**config.mk**
```make
export PLATFORM = sky130hd
export DESIGN_NAME = fetch_ctrl
export DESIGN_NICKNAME = d
export VERILOG_FILES = /design/src/rtl/fetch_ctrl.sv
export SDC_FILE = /design/constraint.sdc
export NUM_CORES = 1
export LEC_CHECK = 0
export ABC_AREA = 1
export CAP_MARGIN = 40
export CELL_PAD_IN_SITES_DETAIL_PLACEMENT = 1
export CELL_PAD_IN_SITES_GLOBAL_PLACEMENT = 2
export CORE_ASPECT_RATIO = 2
export CORE_MARGIN = 2
export CORE_UTILIZATION = 30
export CTS_CLUSTER_SIZE = 24
export DETAILED_ROUTE_END_ITERATION = 10
export DONT_BUFFER_PORTS = 1
export GPL_TIMING_DRIVEN = 0
export PLACE_DENSITY_LB_ADDON = 0.15
export SLEW_MARGIN = 40
export SYNTH_ARGS = -nofsm -noshare
export SYNTH_HDL_FRONTEND = slang
export SYNTH_SLANG_ARGS = --single-unit
```
**constraint.sdc**
```tcl
create_clock -name clk -period 5.65 [get_ports clk]
set_input_delay 1.13 -clock clk [delete_from_list [all_inputs] [get_ports clk]]
set_output_delay 1.13 -clock clk [all_outputs]
set_load 0.01 [all_outputs]
```
**src/rtl/fetch_ctrl.sv**
```systemverilog
// -----------------------------------------------------------------------------
// fetch_ctrl
//
// Instruction-fetch sequencer. Owns the program counter, addresses a
// byte-addressed instruction ROM (combinational read), and buffers fetched
// {pc, instr} pairs in a small in-order queue that decode drains through a
// valid/ready handshake. A redirect flushes the queue and restarts fetch at a
// new word-aligned PC. Fetch stops once pc reaches TRACE_BYTES; the block then
// drains the queue and parks in a halted state until redirected or reset.
//
// Parameters
//   ADDR_WIDTH   ROM byte-address width
//   DEPTH        fetch-queue entries (power of two, >= 2)
//   RESET_PC     PC value after reset
//   TRACE_BYTES  byte length of the loaded trace
//
// Ports
//   clk             clock, rising edge
//   reset           synchronous, active-high
//   rom_addr        ROM byte address (low ADDR_WIDTH bits of pc)
//   rom_data        instruction word returned by the ROM in the same cycle
//   redirect_valid  flush the queue and load redirect_pc
//   redirect_pc     new fetch PC (low two bits ignored)
//   out_valid       head entry available to decode
//   out_ready       decode accepts the head entry
//   out_pc          PC of head entry
//   out_instr       instruction of head entry
//   fq_count        queue occupancy, 0..DEPTH
//   halted          trace exhausted and queue drained
//
// Optional build macro FETCH_STATS_EN adds:
//   stat_fetched    saturating count of queue pushes
//   stat_stall      saturating count of RUN cycles blocked by a full queue
// -----------------------------------------------------------------------------
module fetch_ctrl #(
  parameter int          ADDR_WIDTH  = 12,
  parameter int          DEPTH       = 4,
  parameter logic [31:0] RESET_PC    = 32'h0000_0000,
  parameter logic [31:0] TRACE_BYTES = 32'd48
) (
  input  logic                       clk,
  input  logic                       reset,
  output logic [ADDR_WIDTH-1:0]      rom_addr,
  input  logic [31:0]                rom_data,
  input  logic                       redirect_valid,
  input  logic [31:0]                redirect_pc,
  output logic                       out_valid,
  input  logic                       out_ready,
  output logic [31:0]                out_pc,
  output logic [31:0]                out_instr,
  output logic [$clog2(DEPTH+1)-1:0] fq_count,
  output logic                       halted
`ifdef FETCH_STATS_EN
  ,
  output logic [31:0]                stat_fetched,
  output logic [31:0]                stat_stall
`endif
);

  localparam int CNT_W = $clog2(DEPTH + 1);
  localparam int PTR_W = $clog2(DEPTH);
  localparam logic [CNT_W-1:0] DEPTH_CNT = CNT_W'(DEPTH);
  localparam logic [PTR_W-1:0] PTR_ONE   = PTR_W'(1);
  localparam logic [CNT_W-1:0] CNT_ONE   = CNT_W'(1);

  typedef enum logic [1:0] {
    S_RUN   = 2'd0,
    S_DRAIN = 2'd1,
    S_HALT  = 2'd2
  } state_t;

  // Architectural state
  state_t           state_q, state_d;
  logic [31:0]      pc_q, pc_d;
  logic [PTR_W-1:0] wr_ptr_q, wr_ptr_d;
  logic [PTR_W-1:0] rd_ptr_q, rd_ptr_d;
  logic [CNT_W-1:0] fq_count_q, fq_count_d;

  // Queue storage. Read is asynchronous so the head entry is visible the cycle
  // after it is written; entries are only ever read from registered storage.
  logic [31:0] ent_pc_mem    [DEPTH];
  logic [31:0] ent_instr_mem [DEPTH];

  // Per-cycle decisions
  logic in_trace;
  logic q_full;
  logic q_empty;
  logic out_valid_c;
  logic push;
  logic pop;

  always_comb begin
    in_trace = (pc_q < TRACE_BYTES);
    q_full   = (fq_count_q == DEPTH_CNT);
    q_empty  = (fq_count_q == '0);

    // Redirect hides the head for the flush cycle; HALT always has an empty
    // queue, the extra term just makes out_valid=0 there unconditional.
    out_valid_c = !q_empty && !redirect_valid && (state_q != S_HALT);
    pop         = out_valid_c && out_ready;

    // Fullness is judged on the start-of-cycle count: a same-cycle pop does
    // not make room for this cycle's push.
    push = (state_q == S_RUN) && !redirect_valid && in_trace && !q_full;
  end

  always_comb begin
    state_d    = state_q;
    pc_d       = pc_q;
    wr_ptr_d   = wr_ptr_q;
    rd_ptr_d   = rd_ptr_q;
    fq_count_d = fq_count_q;

    if (redirect_valid) begin
      state_d    = S_RUN;
      pc_d       = redirect_pc & ~32'd3;
      wr_ptr_d   = '0;
      rd_ptr_d   = '0;
      fq_count_d = '0;
    end else begin
      case (state_q)
        S_RUN:   if (!in_trace) state_d = S_DRAIN;
        // Leave DRAIN the cycle after occupancy has been seen at zero.
        S_DRAIN: if (q_empty)   state_d = S_HALT;
        S_HALT:  state_d = S_HALT;
        default: state_d = S_RUN;
      endcase

      if (push) begin
        pc_d     = pc_q + 32'd4;
        wr_ptr_d = wr_ptr_q + PTR_ONE;
      end
      if (pop) begin
        rd_ptr_d = rd_ptr_q + PTR_ONE;
      end

      case ({push, pop})
        2'b10:   fq_count_d = fq_count_q + CNT_ONE;
        2'b01:   fq_count_d = fq_count_q - CNT_ONE;
        default: fq_count_d = fq_count_q;
      endcase
    end
  end

  always_ff @(posedge clk) begin
    if (reset) begin
      state_q    <= S_RUN;
      pc_q       <= RESET_PC;
      wr_ptr_q   <= '0;
      rd_ptr_q   <= '0;
      fq_count_q <= '0;
    end else begin
      state_q    <= state_d;
      pc_q       <= pc_d;
      wr_ptr_q   <= wr_ptr_d;
      rd_ptr_q   <= rd_ptr_d;
      fq_count_q <= fq_count_d;
    end
  end

  // Storage needs no reset: occupancy and pointers decide what is valid.
  always_ff @(posedge clk) begin
    if (push) begin
      ent_pc_mem[wr_ptr_q]    <= pc_q;
      ent_instr_mem[wr_ptr_q] <= rom_data;
    end
  end

  assign rom_addr  = pc_q[ADDR_WIDTH-1:0];
  assign out_valid = out_valid_c;
  assign out_pc    = ent_pc_mem[rd_ptr_q];
  assign out_instr = ent_instr_mem[rd_ptr_q];
  assign fq_count  = fq_count_q;
  assign halted    = (state_q == S_HALT);

`ifdef FETCH_STATS_EN
  logic [31:0] stat_fetched_q, stat_fetched_d;
  logic [31:0] stat_stall_q, stat_stall_d;
  logic        stall_hit;

  always_comb begin
    stall_hit      = (state_q == S_RUN) && in_trace && q_full;
    stat_fetched_d = stat_fetched_q;
    stat_stall_d   = stat_stall_q;
    if (push && (stat_fetched_q != 32'hFFFF_FFFF)) begin
      stat_fetched_d = stat_fetched_q + 32'd1;
    end
    if (stall_hit && (stat_stall_q != 32'hFFFF_FFFF)) begin
      stat_stall_d = stat_stall_q + 32'd1;
    end
  end

  // Counters survive redirects; only reset clears them.
  always_ff @(posedge clk) begin
    if (reset) begin
      stat_fetched_q <= '0;
      stat_stall_q   <= '0;
    end else begin
      stat_fetched_q <= stat_fetched_d;
      stat_stall_q   <= stat_stall_d;
    end
  end

  assign stat_fetched = stat_fetched_q;
  assign stat_stall   = stat_stall_q;
`endif

endmodule

```
Yosys cells after proc, flatten, opt, wreduce, memory -nomap -nowiden
Memory sizes are Yosys's and may differ from the RTL's. A register that Yosys moved wholly into a read port is not among the register bits. Index checks and enable logic that the tools add are counted. W data, S select, Z words.

Bits in registers: 41. Latch bits: 0. RAM bits: 256. Bits in read-only memories: 0. Input bits: 68. Output and inout port bits: 81. Logic and storage cells: 49. Memories kept: 2.

$add $sub $neg: 5. Multiply operators: 0. Divide/modulo/power cells: 0. Magnitude comparators: 1. Eq/ne operators: 8. Shift-type cells: 0. Muxes and demuxes: 12. Bitwise logic cells: 0. Reduce and logical (&&, ||, !) cells: 15.

Memories: ent_instr_mem (words 4, width 32, rd ports 1, clocked after Yosys merged registers in 1, wr ports 1, line 82) `logic [31:0] ent_instr_mem [DEPTH];`; ent_pc_mem (words 4, width 32, rd ports 1, clocked after Yosys merged registers in 1, wr ports 1, line 81) `logic [31:0] ent_pc_mem [DEPTH];`.

Operator list (count): $mux W32 (2); $add A32 B3 Y32 const B (1); $lt A32 B6 Y1 const B (1); $mux W2 (6); $logic_and A1 B1 Y1 (6); $ne A2 B2 Y1 const B (3); $pmux W2 S3 (1); $pmux W3 S2 (1); $add A2 B1 Y2 const B (2); $eq A2 B1 Y1 const B (2); $eq A2 B2 Y1 const B (2); $reduce_bool A2 Y1 (2); $add A3 B1 Y3 const B (1); $eq A3 B3 Y1 const B (1); $logic_not A1 Y1 (3); $logic_not A3 Y1 (1); $sub A3 B1 Y3 const B (1); $logic_not A2 Y1 (1); $mux W1 (2); $reduce_and A2 Y1 (1); $reduce_or A2 Y1 (1).

Logic depth before layout (Yosys ltp)
Depth after elaboration: 7. Mapped depth: 16. Gate-level depth less buffers: 16.

Worst setup path before layout
OpenSTA, ideal clock, no wires.

Path type: input to register. Start point: input port redirect_valid. End point: memory ent_instr_mem[0][0] (enable). Setup time: 0.482 ns. Arrival time: 4.112 ns. Required time: 5.168 ns. Setup slack: 1.056 ns. Cell stages on the path: 4. Buffers on the path: 1. Cell sequence: buf_2 clkinv_1 nand2_2 nor2_1.

Longest elaborated chain between the ends: 6.

RTL lines: start, declared (line 45) `input logic redirect_valid,`; $logic_not A1 Y1 (line 104) `push = (state_q == S_RUN) && !redirect_valid && in_trace && !q_full;`; $logic_and A1 B1 Y1 (3 in series) (line 104); $mux W1 (line 163) `if (push) begin`; $mux W1 (not written as such) (line 165) `ent_instr_mem[wr_ptr_q] <= rom_data;`; end, declared (line 82).

Every way passes these cells.

==> out/qor.yml <==
critical_path:
  crit_chain: "buf_2 > inv_1 > clkbuf_1 > o21ai_0 > o22ai_1"
  crit_required_ns: 4.52
  path_max_fanout: 10
  startpoint_type: "flip-flop"
  critPathSlowestCell: "clkbuf_1"
  max_stage_delay_ns: 0.47
  cp_top_family: "buffers and inverters"
  timing.setup.critical_path_class: "flip-flop to output pin"
  cp-end-kind: "output pin"
  arrival_ns: 2.52
  crit_buf_inv: 3
placement:
  pre_cts_ws_ns: 2.429
  globalplace.congestion: 0.7109
  io_buffers: 0
  dp_cells: 1388
  dpl_cell_area_mm2: 0.01234
  place_hpwl_mm: 22.06
logic_synthesis:
  yosysTopAreaCellShare_pct: 66.14
  ys_types: 28
  async_flop_share_pct: 0
  netlist_instances: 907
  synth_top_family_by_area: "compound AO/OA/AOI/OAI gates"
  synthXorXnorAreaFrac_pct: 0.07779
  syn_area_per_cell_um2: 12.41
  synth_edf_count: 248
  ys_ff_latch: 289
  synth_fa_ha_area_share_pct: 1.178
  synth_area_mm2: 0.01126
  ys_seq_area_share_pct: 73.43
  ys_top_cells_by_area: "edfxtp_1 66%, dfxtp_1 7.3%, o21ai_0 6.0%, nor2_1 5.8%, o22ai_1 3.4%"
  yosysTopAreaCell: "edfxtp_1"
  synth_warnings: 0
  ys.flop_type: "edfxtp_1"
  synth_compound_area_share_pct: 11.09
  synthMuxAreaShare_pct: 0.08890
  synthSimpleGateAreaFrac_pct: 9.590
clocking:
  cts.repair.resized: 0
  clock_path_buffers: 3
  cts_root_buf: "clkbuf_16"
  cts_tree: "yes"
  clkTransAtPathRegs_ns: 0.07
  cts_setup_buffers: 0
  cts_buffers: 27
  clkLatencyLatePin_ns: 0.55
  cts_max_level: 1
  postCtsHoldBufs: 0
  clock-sinks: 289
min_path:
  hp-class: "flip-flop to flip-flop"
floorplanning:
  die_area_mm2: 0.03919
  die_x_um: 141.0
  rows: 100
  die_y_um: 278.0
  fp.coreArea_mm2: 0.03716
  ios: 149
  initial_utilization_pct: 30.30
timing:
  finalCritPeriodShare_pct: 64.66
  hold_viol_final: 0
  setup_violations: 0
  rsz0062_at_grt: "no"
  slew_headroom_pct: 57.75
  hold_ws_ns: 0.5137
  fin_worst_skew_ns: 0.008311
  max_freq_ghz: 0.2737
  period_minus_slack_ns: 3.653
  setup_ws_ns: 1.997
  drv_slew: 0
  worst_pin_slew_ns: 0.6337
global_route:
  met2_usage_pct: 32.03
  grt_pass1_wl_mm: 47.46
  overflow: 0
  grt_max_degree: 18
  grt_pass1_vias: 7528
  grt.met1_usage_pct: 17.68
  grt.total_usage_pct: 16.29
  antenna_found_initial: 0
  grt_util_met3_pct: 2.856
  grt-busiest-layer: "met2"
drt:
  detail-route-antenna-nets: 0
  avgViaCountPerCell: 4.827
  drc: 0
  firstDrtPassIters: 5
  drt_wl_total_mm: 31.88
  vias: 6927
  wl_per_cell_um: 22.22
  initialDrtViolationCount: 334
pwr:
  finalPower_uw: 4242
  p_leak_uw: 0.004496
  vdd_drop_max_v: 0.0002058
  powerDensity_mw_per_mm2: 321.7
layout:
  n_fill_cell: 3960
  num_antenna_cells: 0
  nNetsFinal: 1036
  area_growth_pct: 17.11
  drive_gt1_share_pct: 10.14
  design_area_mm2: 0.01319
  fin_cells: 1435
run_status:
  status: "finished clean"
run:
  maxCapViolCount: 0
through the flow:
step	setup TNS [ns]	utilization, %
after global placement	-414.31	31.88
after detailed placement	0	33.20
after CTS	0	35.48
after global routing	0	35.48
final	0	35.48
after floorplan	0	-
final timing paths:
| check | slack (ns) | to | depth (start not counted) | startpoint |
|---|---|---|---|---|
| worst max-delay path | 2.00 | out_pc[20] | 5 | flip-flop |
| worst min-delay path | 0.51 | state_q[1]$_SDFFE_PP0P_ | 2 | state_q[1]$_SDFFE_PP0P_ |
| worst max register to register | 3.00 | ent_pc_mem[3][23]$_DFFE_PP_ | 13 | state_q[0]$_SDFFE_PP0P_ |
| worst min register to register | 0.51 | state_q[1]$_SDFFE_PP0P_ | 2 | state_q[1]$_SDFFE_PP0P_ |
cell usage in the layout (no fill, tap or decap), drive strengths merged, types with 4 or more instances in the layout:
cell type | Yosys | routed
a21oi | 32 | 32
buf | 31 | 50
clkbuf | 35 | 66
clkinv | 1 | 11
conb | 1 | 4
dfxtp | 41 | 41
edfxtp | 248 | 248
ha | 9 | 9
inv | 38 | 38
nand2 | 56 | 56
nand3 | 33 | 33
nor2 | 176 | 176
o21ai | 137 | 137
o22ai | 62 | 62
per-layer routing:
layer  wire length, um  up-vias
met3              1317       32
met2             17670      133
met1             12280     3429
li1                  -     3333
met5                 0        -
met4               612        0
worst min-delay path: cells and delay by family, from the launching register on:
kind | cells | cell delay [ns]
AND/OR/NAND/NOR | 2 | 0.15
flip-flops | 1 | 0.33
cells in the mapped netlist (all sizes together), types with 2 or more instances:
master and count:
o21ai 137, inv 38, clkbuf 35, buf 31, edfxtp 248, a21oi 32
o21a 2, ha 9, nand3 33, nand2 56, nor2 176, o22ai 62
dfxtp 41
cell type report:
class | count | area, um2 | area share, %
repair buffers | 19 | 460.4 | 3.492
flip-flops and latches | 289 | 8268 | 62.70
clock inverters | 16 | 160.2 | 1.215
inverters | 39 | 146.4 | 1.110
multi-input cells | 516 | 2525 | 19.15
clock buffers | 31 | 690.7 | 5.238
well taps | 459 | 574.3 | 4.355
plain buffers | 66 | 361.6 | 2.742
power by group:
group          total, uW  switching, uW  leakage, uW  internal, uW
Clock               1790            783     0.000408          1010
Sequential          2360           27.7      0.00261          2330
Combinational       92.5           58.6      0.00148          33.9
Total               4240            869      0.00450          3370
flip-flops by register name, summed over array words and instances, names as in the netlist, named ones only:
name           flops
pc_q              30
ent_pc_mem       120
fq_count           3
ent_instr_mem    128
wr_ptr_q           2
rd_ptr_q           2
state_q            2
cell families after synthesis:
| kind of cell | count (synthesis) |
|---|---|
| buf+inv | 105 |
| xor+xnor | 1 |
| mux | 1 |
| compound gates | 233 |
| simple gates | 267 |
| flops | 289 |
| fa+ha+maj | 10 |
| other cells | 1 |
Note: power is estimated with default switching activity, not from simulation.
